$ cat config.mk
export PLATFORM = sky130hd
export DESIGN_NAME = pattern_scheduler
export DESIGN_NICKNAME = d
export VERILOG_FILES = /design/src/rtl/pattern_scheduler.sv
export SDC_FILE = /design/constraint.sdc
export NUM_CORES = 1
export LEC_CHECK = 0
export BUFFER_PORTS_ARGS = -buffer_cell sky130_fd_sc_hd__buf_2
export CAP_MARGIN = 15
export CORE_AREA = 5 5 185 169
export CTS_BUF_LIST = sky130_fd_sc_hd__clkbuf_8
export DETAILED_ROUTE_END_ITERATION = 8
export DIE_AREA = 0 0 190 174
export GPL_TIMING_DRIVEN = 1
export PLACE_DENSITY = 0.55
export SYNTH_ARGS = -nofsm -noshare
export SYNTH_HDL_FRONTEND = slang
export SYNTH_SLANG_ARGS = --single-unit
$ cat constraint.sdc
create_clock -name clk -period 2.85 [get_ports clk]
set_input_delay 0.4275 -clock clk [delete_from_list [all_inputs] [get_ports clk]]
set_output_delay 0.4275 -clock clk [all_outputs]
set_load 0.05 [all_outputs]
$ cat src/rtl/pattern_scheduler.sv
`default_nettype none
// ============================================================================
// pattern_scheduler : holds timestamped stimulus records until the tick
// timebase reaches their time, then drives them onto registered outputs.
// Revision 1.0
// ============================================================================
module pattern_scheduler #(
  parameter int TS_W     = 32,
  parameter int BIN_W    = 4,
  parameter int DEC_W    = 32,
  parameter int HEX_W    = 32,
  parameter int PRESCALE = 1
) (
  input  logic             clk,
  input  logic             rst,
  input  logic             start,
  input  logic             stop,
  input  logic             in_valid,
  output logic             in_ready,
  input  logic [TS_W-1:0]  in_time,
  input  logic [BIN_W-1:0] in_bin,
  input  logic [DEC_W-1:0] in_dec,
  input  logic [HEX_W-1:0] in_hex,
  input  logic             in_last,
  output logic [BIN_W-1:0] out_bin,
  output logic [DEC_W-1:0] out_dec,
  output logic [HEX_W-1:0] out_hex,
  output logic             out_strobe,
  output logic [TS_W-1:0]  now,
  output logic             busy,
  output logic             done,
  output logic             late_err,
  output logic [15:0]      late_count
);

  localparam int              PS_W    = (PRESCALE > 1) ? $clog2(PRESCALE) : 1;
  localparam logic [PS_W-1:0] PS_LAST = PS_W'(PRESCALE - 1);
  localparam logic [15:0]     CNT_MAX = 16'hFFFF;

  typedef enum logic [1:0] {
    ST_IDLE  = 2'd0,
    ST_FETCH = 2'd1,
    ST_WAIT  = 2'd2
  } state_t;

  state_t             state_q, state_d;
  logic [PS_W-1:0]    presc_q, presc_d;
  logic [TS_W-1:0]    now_q, now_d;

  logic [TS_W-1:0]    rec_time_q, rec_time_d;
  logic [BIN_W-1:0]   rec_bin_q, rec_bin_d;
  logic [DEC_W-1:0]   rec_dec_q, rec_dec_d;
  logic [HEX_W-1:0]   rec_hex_q, rec_hex_d;
  logic               rec_last_q, rec_last_d;

  logic [BIN_W-1:0]   out_bin_q, out_bin_d;
  logic [DEC_W-1:0]   out_dec_q, out_dec_d;
  logic [HEX_W-1:0]   out_hex_q, out_hex_d;
  logic               strobe_q, strobe_d;
  logic               done_q, done_d;
  logic               late_err_q, late_err_d;
  logic [15:0]        late_count_q, late_count_d;

  always_comb begin
    state_d      = state_q;
    presc_d      = presc_q;
    now_d        = now_q;
    rec_time_d   = rec_time_q;
    rec_bin_d    = rec_bin_q;
    rec_dec_d    = rec_dec_q;
    rec_hex_d    = rec_hex_q;
    rec_last_d   = rec_last_q;
    out_bin_d    = out_bin_q;
    out_dec_d    = out_dec_q;
    out_hex_d    = out_hex_q;
    strobe_d     = 1'b0;
    done_d       = 1'b0;
    late_err_d   = late_err_q;
    late_count_d = late_count_q;

    // Timebase runs in every non-idle state, including the edge that leaves it.
    if (state_q != ST_IDLE) begin
      if (presc_q == PS_LAST) begin
        presc_d = '0;
        if (now_q != {TS_W{1'b1}}) begin
          now_d = now_q + TS_W'(1);
        end
      end else begin
        presc_d = presc_q + PS_W'(1);
      end
    end

    if (stop) begin
      state_d = ST_IDLE;
    end else begin
      case (state_q)
        ST_IDLE: begin
          if (start) begin
            state_d      = ST_FETCH;
            now_d        = '0;
            presc_d      = '0;
            late_err_d   = 1'b0;
            late_count_d = '0;
          end
        end
        ST_FETCH: begin
          if (in_valid) begin
            rec_time_d = in_time;
            rec_bin_d  = in_bin;
            rec_dec_d  = in_dec;
            rec_hex_d  = in_hex;
            rec_last_d = in_last;
            state_d    = ST_WAIT;
          end
        end
        ST_WAIT: begin
          if (rec_time_q < now_q) begin
            late_err_d = 1'b1;
            if (late_count_q != CNT_MAX) begin
              late_count_d = late_count_q + 16'd1;
            end
            state_d = rec_last_q ? ST_IDLE : ST_FETCH;
            done_d  = rec_last_q;
          end else if (rec_time_q == now_q) begin
            out_bin_d = rec_bin_q;
            out_dec_d = rec_dec_q;
            out_hex_d = rec_hex_q;
            strobe_d  = 1'b1;
            state_d   = rec_last_q ? ST_IDLE : ST_FETCH;
            done_d    = rec_last_q;
          end
        end
        default: begin
          state_d = ST_IDLE;
        end
      endcase
    end
  end

  always_ff @(posedge clk) begin
    if (rst) begin
      state_q      <= ST_IDLE;
      presc_q      <= '0;
      now_q        <= '0;
      rec_time_q   <= '0;
      rec_bin_q    <= '0;
      rec_dec_q    <= '0;
      rec_hex_q    <= '0;
      rec_last_q   <= 1'b0;
      out_bin_q    <= '0;
      out_dec_q    <= '0;
      out_hex_q    <= '0;
      strobe_q     <= 1'b0;
      done_q       <= 1'b0;
      late_err_q   <= 1'b0;
      late_count_q <= '0;
    end else begin
      state_q      <= state_d;
      presc_q      <= presc_d;
      now_q        <= now_d;
      rec_time_q   <= rec_time_d;
      rec_bin_q    <= rec_bin_d;
      rec_dec_q    <= rec_dec_d;
      rec_hex_q    <= rec_hex_d;
      rec_last_q   <= rec_last_d;
      out_bin_q    <= out_bin_d;
      out_dec_q    <= out_dec_d;
      out_hex_q    <= out_hex_d;
      strobe_q     <= strobe_d;
      done_q       <= done_d;
      late_err_q   <= late_err_d;
      late_count_q <= late_count_d;
    end
  end

  assign in_ready   = (state_q == ST_FETCH);
  assign busy       = (state_q != ST_IDLE);
  assign now        = now_q;
  assign out_bin    = out_bin_q;
  assign out_dec    = out_dec_q;
  assign out_hex    = out_hex_q;
  assign out_strobe = strobe_q;
  assign done       = done_q;
  assign late_err   = late_err_q;
  assign late_count = late_count_q;

endmodule
`default_nettype wire
### Word level (Yosys, flattened, before mapping)

Index checks and enable logic that the tools add are counted.

* muxes and demuxes: 27
* reduce and logical (&&, ||, !) cells: 11
* bitwise gates (word level): 3
* $lt $le $gt $ge: 1
* equal/unequal tests: 10
* $add $sub $neg: 3

Operator list (count)
* 32-bit two-way mux: 6
* 16-bit two-way mux: 3
* 32-bit by 1-bit adder with 32-bit output, second input constant: 1
* 32-bit equality test: 1
* 32-bit less-than comparator: 1
* 32-bit inequality test, second input constant: 1
* 16-bit case mux with 2 select lines: 1
* 16-bit by 1-bit adder with 16-bit output, second input constant: 1
* 16-bit inequality test, second input constant: 1
* 1-bit two-way mux: 11
* 2-bit two-way mux: 4
* 2-bit inequality test, second input constant: 4
* 4-bit AND reduction: 2
* 2-bit case mux with 3 select lines: 1
* 3-bit AND reduction: 2
* 5-bit AND reduction: 1
* 2-bit nonzero test: 2
* 4-bit OR reduction: 1
* 3-bit inequality test, second input constant: 1
* 1-bit NOT: 3
* 3-bit OR reduction: 1
* 2-bit by 1-bit equality test with 1-bit output, second input constant: 1
* 2-bit equality test, second input constant: 1
* 2-bit zero test: 1
* other kinds (3): 3

* flip-flop bits (word level): 223
* word-level logic and storage cells: 70
* input bits: 106
* output and inout port bits: 121

### Longest topological paths before layout

* depth after elaboration: 7
* mapped depth: 11
* gate-level depth less buffers: 8

### Least setup slack after synthesis

No wires, ideal clock.

* path kind: register to register
* start point: register now_q[10] (netlist: now[10])
* end point: register out_dec_q[0] (netlist: out_dec[0])
* arrival: 2.859 ns
* data required time: 2.778 ns
* library setup time: 0.072 ns
* buffers on the path: 3
* cell stages (with the launch flop): 12
* clock period less this slack: 2.931 ns
* setup slack: -0.081 ns
* path through: dfxtp_1 clkinv_1 ha_1 nand4_1 nor4_1 nand2_1 nor3_1 o21a_1 clkbuf_1 buf_4 buf_4 mux2i_1

* longest elaborated chain between the ends: 3
* elaborated cells between the ends (all ways): 4
* those cells by class: order compare (1); eq/ne (1); bitwise (1); reduce/logical (1)

RTL lines
* from (decl): RTL line 48 `logic [TS_W-1:0] now_q, now_d;`
* from (signal assigned): RTL line 160 `now_q <= now_d;`
* 32-bit less-than comparator: RTL line 117 `if (rec_time_q < now_q) begin`
* 1-bit NOT (no source line)
* 4-bit AND reduction (no source line) *
* to (signal assigned): RTL line 167 `out_dec_q <= out_dec_d;`
* to (decl): RTL line 57 `logic [DEC_W-1:0] out_dec_q, out_dec_d;`

Mark *: on every way between the ends. The rest lies on a longest branch, timed or not.
A chain may end at the register's enable or synchronous reset.

### Final worst setup path

* start point: register now_q[10] (netlist: now[10])
* end point: register late_count_q[6] (netlist: late_count[6])

* longest elaborated chain between the ends: 3

RTL lines
* 32-bit less-than comparator: RTL line 117
* 2-bit inequality test (no source line)
* 5-bit AND reduction (no source line)
* to (signal assigned): RTL line 172 `late_count_q <= late_count_d;`
* to (decl): RTL line 62 `logic [15:0] late_count_q, late_count_d;`

Every way passes these cells.

==> metrics.txt <==
data arrival time of the critical path=3.09 ns; Residual DRC=0; number of cells on the worst reg-to-reg path=9; PD cells=577.8 mW/mm^2; share of async-settable or async-resettable flops after synthesis=0%; critical path peak fanout=16; Hold Violations, Final=0; standby leakage power=0.004844 uW; Sinks on Clock Net=223; I/O pin cnt=227; clock tree from TritonCTS=built; Hold WC Path Type=input pin to flip-flop; initial antenna violation count=4; TritonRoute pass-1 iters=5; peak ir drop on the vdd network=0.3250 mV; FF+latch count, synth=223; number of global-route vias before repair=8626; maximum number of pins on one net before global-route repair=165; worst hold slack=0.1217 ns; cell accounting for the most synthesized area=dfxtp_1; routed wirelength normalized by instance count=15.43 um; top_reg_cell synth=dfxtp_1; end point of the worst hold path=rec_dec_q[15]$_SDFFE_PP0P_; Die Y=174 um; RePlAce Congestion=0.8743; count of warnings emitted by yosys=0; clock tree root buffer cell=clkbuf_8; Final HPWL DP=19.70 mm; RSZ-0062 raised after global routing=false; worst reg2reg path startpoint=now[10]$_SDFF_PP0_; count of routing violations after the opening detailed-route iteration=471; Post-Route Setup TNS=0 ns; post-synthesis to final-layout area growth=25.06%; element type at the critical path start=flip-flop; number of instances on the worst hold path=3; post-route ant nets=0; critical path class=flip-flop to flip-flop; R2R Setup Slk=0.22 ns; number of nets in the layout=1559; max cap viols=0; routing usage on met3=5.622%; area inside the core boundary=0.02935 mm^2; source-to-sink clock delay at the later pin of the worst-skew pair=0.54 ns; PortBufs=226; wire length after detailed routing=28.55 mm; # placed instances=1778; fraction of met1 tracks used by global routing=21.70%; final setup violation count=0; clock period minus final worst setup slack=2.630 ns; number of buffers created by CTS=42; worst slew margin relative to its limit=50.44%; effective utilization at floorplan=34.24%; final slew viol count=0; worst min-delay path startpoint=in_dec[15]; number of synthesized flops with an enable pin=0; number of cells in the finished layout apart from fillers=1850; setup clock skew after layout=0.02425 ns; element type at the critical path end=flip-flop; part of the Yosys area used for sequential elements=44.42%; buffers inserted during post-CTS setup optimization=0; global-route layer with the greatest usage=met2; horizontal die dimension=190 um; critical path required time=3.31 ns; Via density=4.786; clock-pin slew of the registers on the worst-case setup and hold paths=0.06 ns; synthesized area per cell=8.425 um^2; top cell type's share of synthesized area=44.42%; first-pass GRT wire length=45.37 mm; Final Cycle Share=92.26%; leading cell types by total area after synthesis=dfxtp_1 44%, nand2_1 9.1%, nand2b_1 9.0%; die area=0.03306 mm^2; GRT Residual Overflow=0; all-layer global routing usage=16.59%; capturing point of the worst reg2reg path=late_count[6]$_SDFFE_PP0P_; H-Tree Depth=2; Syn Std Cell Area=0.01005 mm^2; Rows=60; share of post-route cells with drive strength above 1=23.04%; total nets after synthesis=1333; met2 capacity usage during global routing=25.42%; slew of the pin with the lowest slew margin=0.7334 ns; total via count after detailed routing=8855; most common library cell in the layout ignoring fill and taps=nand2_1; status=completed; number of instances in the synthesized netlist=1193; maximum frequency from static timing analysis=380.3 MHz; highest-count cells in the layout ignoring fill and taps=244 x nand2_1, 225 x buf_2, 218 x dfxtp_1; count of different cell masters after synthesis=50; Clock Tree Buf Depth=3
-- logic make-up (layout without fill, tap and decap cells) --
family / Yosys count / after routing / synth area share, %
AO/OA/AOI/OAI: 173 / 173 / 9.448
XOR/XNOR: 20 / 20 / 1.743
adder cells (fa/ha/maj): 34 / 34 / 4.233
buffers and inverters: 107 / 359 / 4.245
flip-flops: 223 / 223 / 44.42
multiplexers: 73 / 73 / 7.270
other: 0 / 2 / 0
AND/OR/NAND/NOR: 563 / 563 / 28.64
-- routing by layer --
layer | part of all wire, % | wire length, um
met2 | 43 | 12360
met1 | 46 | 13070
met5 | 0.095 | 27
met4 | 2.9 | 820
met3 | 8.0 | 2274
-- repair_timing --
item                       CTS  global route
hold buffers                 0             0
resized for setup            0             2
setup endpoints to repair    0            17
-- worst max-delay path, stage by stage, from the launching register on --
cell and delay, ns:
dfxtp_2 0.33, clkinv_1 0.16, ha_1 0.35, nand4_1 0.17, nor2_1 0.07, a21oi_1 0.31
a41oi_2 0.33, buf_4 0.29, or4_1 0.40, a21oi_1 0.15
-- power by group --
part	internal, uW	total [uW]	switching, uW
clock network	1820	3180	1360
registers	3180	3220	38.6
logic	307	864	557
-- flip-flops by register name, indices dropped and copies added, names as in the netlist --
name        cells
out_strobe      1
out_bin         4
now            32
rec_bin_q       4
state_q         2
out_hex        32
rec_time_q     32
out_dec        32
rec_dec_q      32
late_err        1
presc_q         1
late_count     16
rec_last_q      1
rec_hex_q      32
done            1
-- layout make-up --
class                      instances  area (um^2)
tap                              403        504.2
multi-input combinational        863         5197
sequential                       223         4471
fill                            3011        16780
antenna                            2        5.005
inverter                          35        131.4
clock buffer                      52        715.7
timing repair buffer             254         1410
clock inverter                    18        135.1
-- cells in the mapped netlist (2+ instances only) --
cell and instances:
xnor2_1 20, nor4_4 2, nor4_1 15, and2_1 2, nor3b_1 2, and3_1 3, or4_1 13, a21oi_1 130
clkinv_1 2, o311ai_0 4, o211ai_1 6, mux2i_1 73, buf_2 5, nor2_1 34, nand3_1 28, nand2b_1 145
and4_1 5, nand2_1 244, buf_4 3, o41ai_1 4, inv_1 33, a22oi_1 2, nand4_1 25, o31ai_1 2
or3_1 13, nor4b_1 2, nor2b_1 4, nor3_1 16, o21ai_0 17, o21a_1 2, dfxtp_1 223, ha_1 34
clkbuf_1 63
-- metrics by stage --
stage                     setup WS, ns  util (%)  cell area [um^2]  power (uW)
after floorplan               0.001295         -             10060        3811
after global placement          0.3003     39.86             11700        4139
after detailed placement        0.1896     39.86             11700        4144
after CTS                       0.1738     42.76             12550        7367
after global routing           0.01171     42.82             12570        7600
final                           0.2205     42.82             12570        7262
-- worst max-delay path by stage --
| stage | start | endpoint | cells past startpoint |
|---|---|---|---|
| floorplan | now[29]$_SDFF_PP0_ | out_dec[0]$_SDFFE_PP0P_ | 11 |
| global placement | now[10]$_SDFF_PP0_ | out_dec[7]$_SDFFE_PP0P_ | 10 |
| detailed placement | now[10]$_SDFF_PP0_ | out_hex[25]$_SDFFE_PP0P_ | 10 |
| CTS | now[10]$_SDFF_PP0_ | out_hex[25]$_SDFFE_PP0P_ | 10 |
| global route | now[31]$_SDFF_PP0_ | late_count[9]$_SDFFE_PP0P_ | 9 |
| finish | now[10]$_SDFF_PP0_ | late_count[6]$_SDFFE_PP0P_ | 9 |
Power figures use the tool's default switching activity.
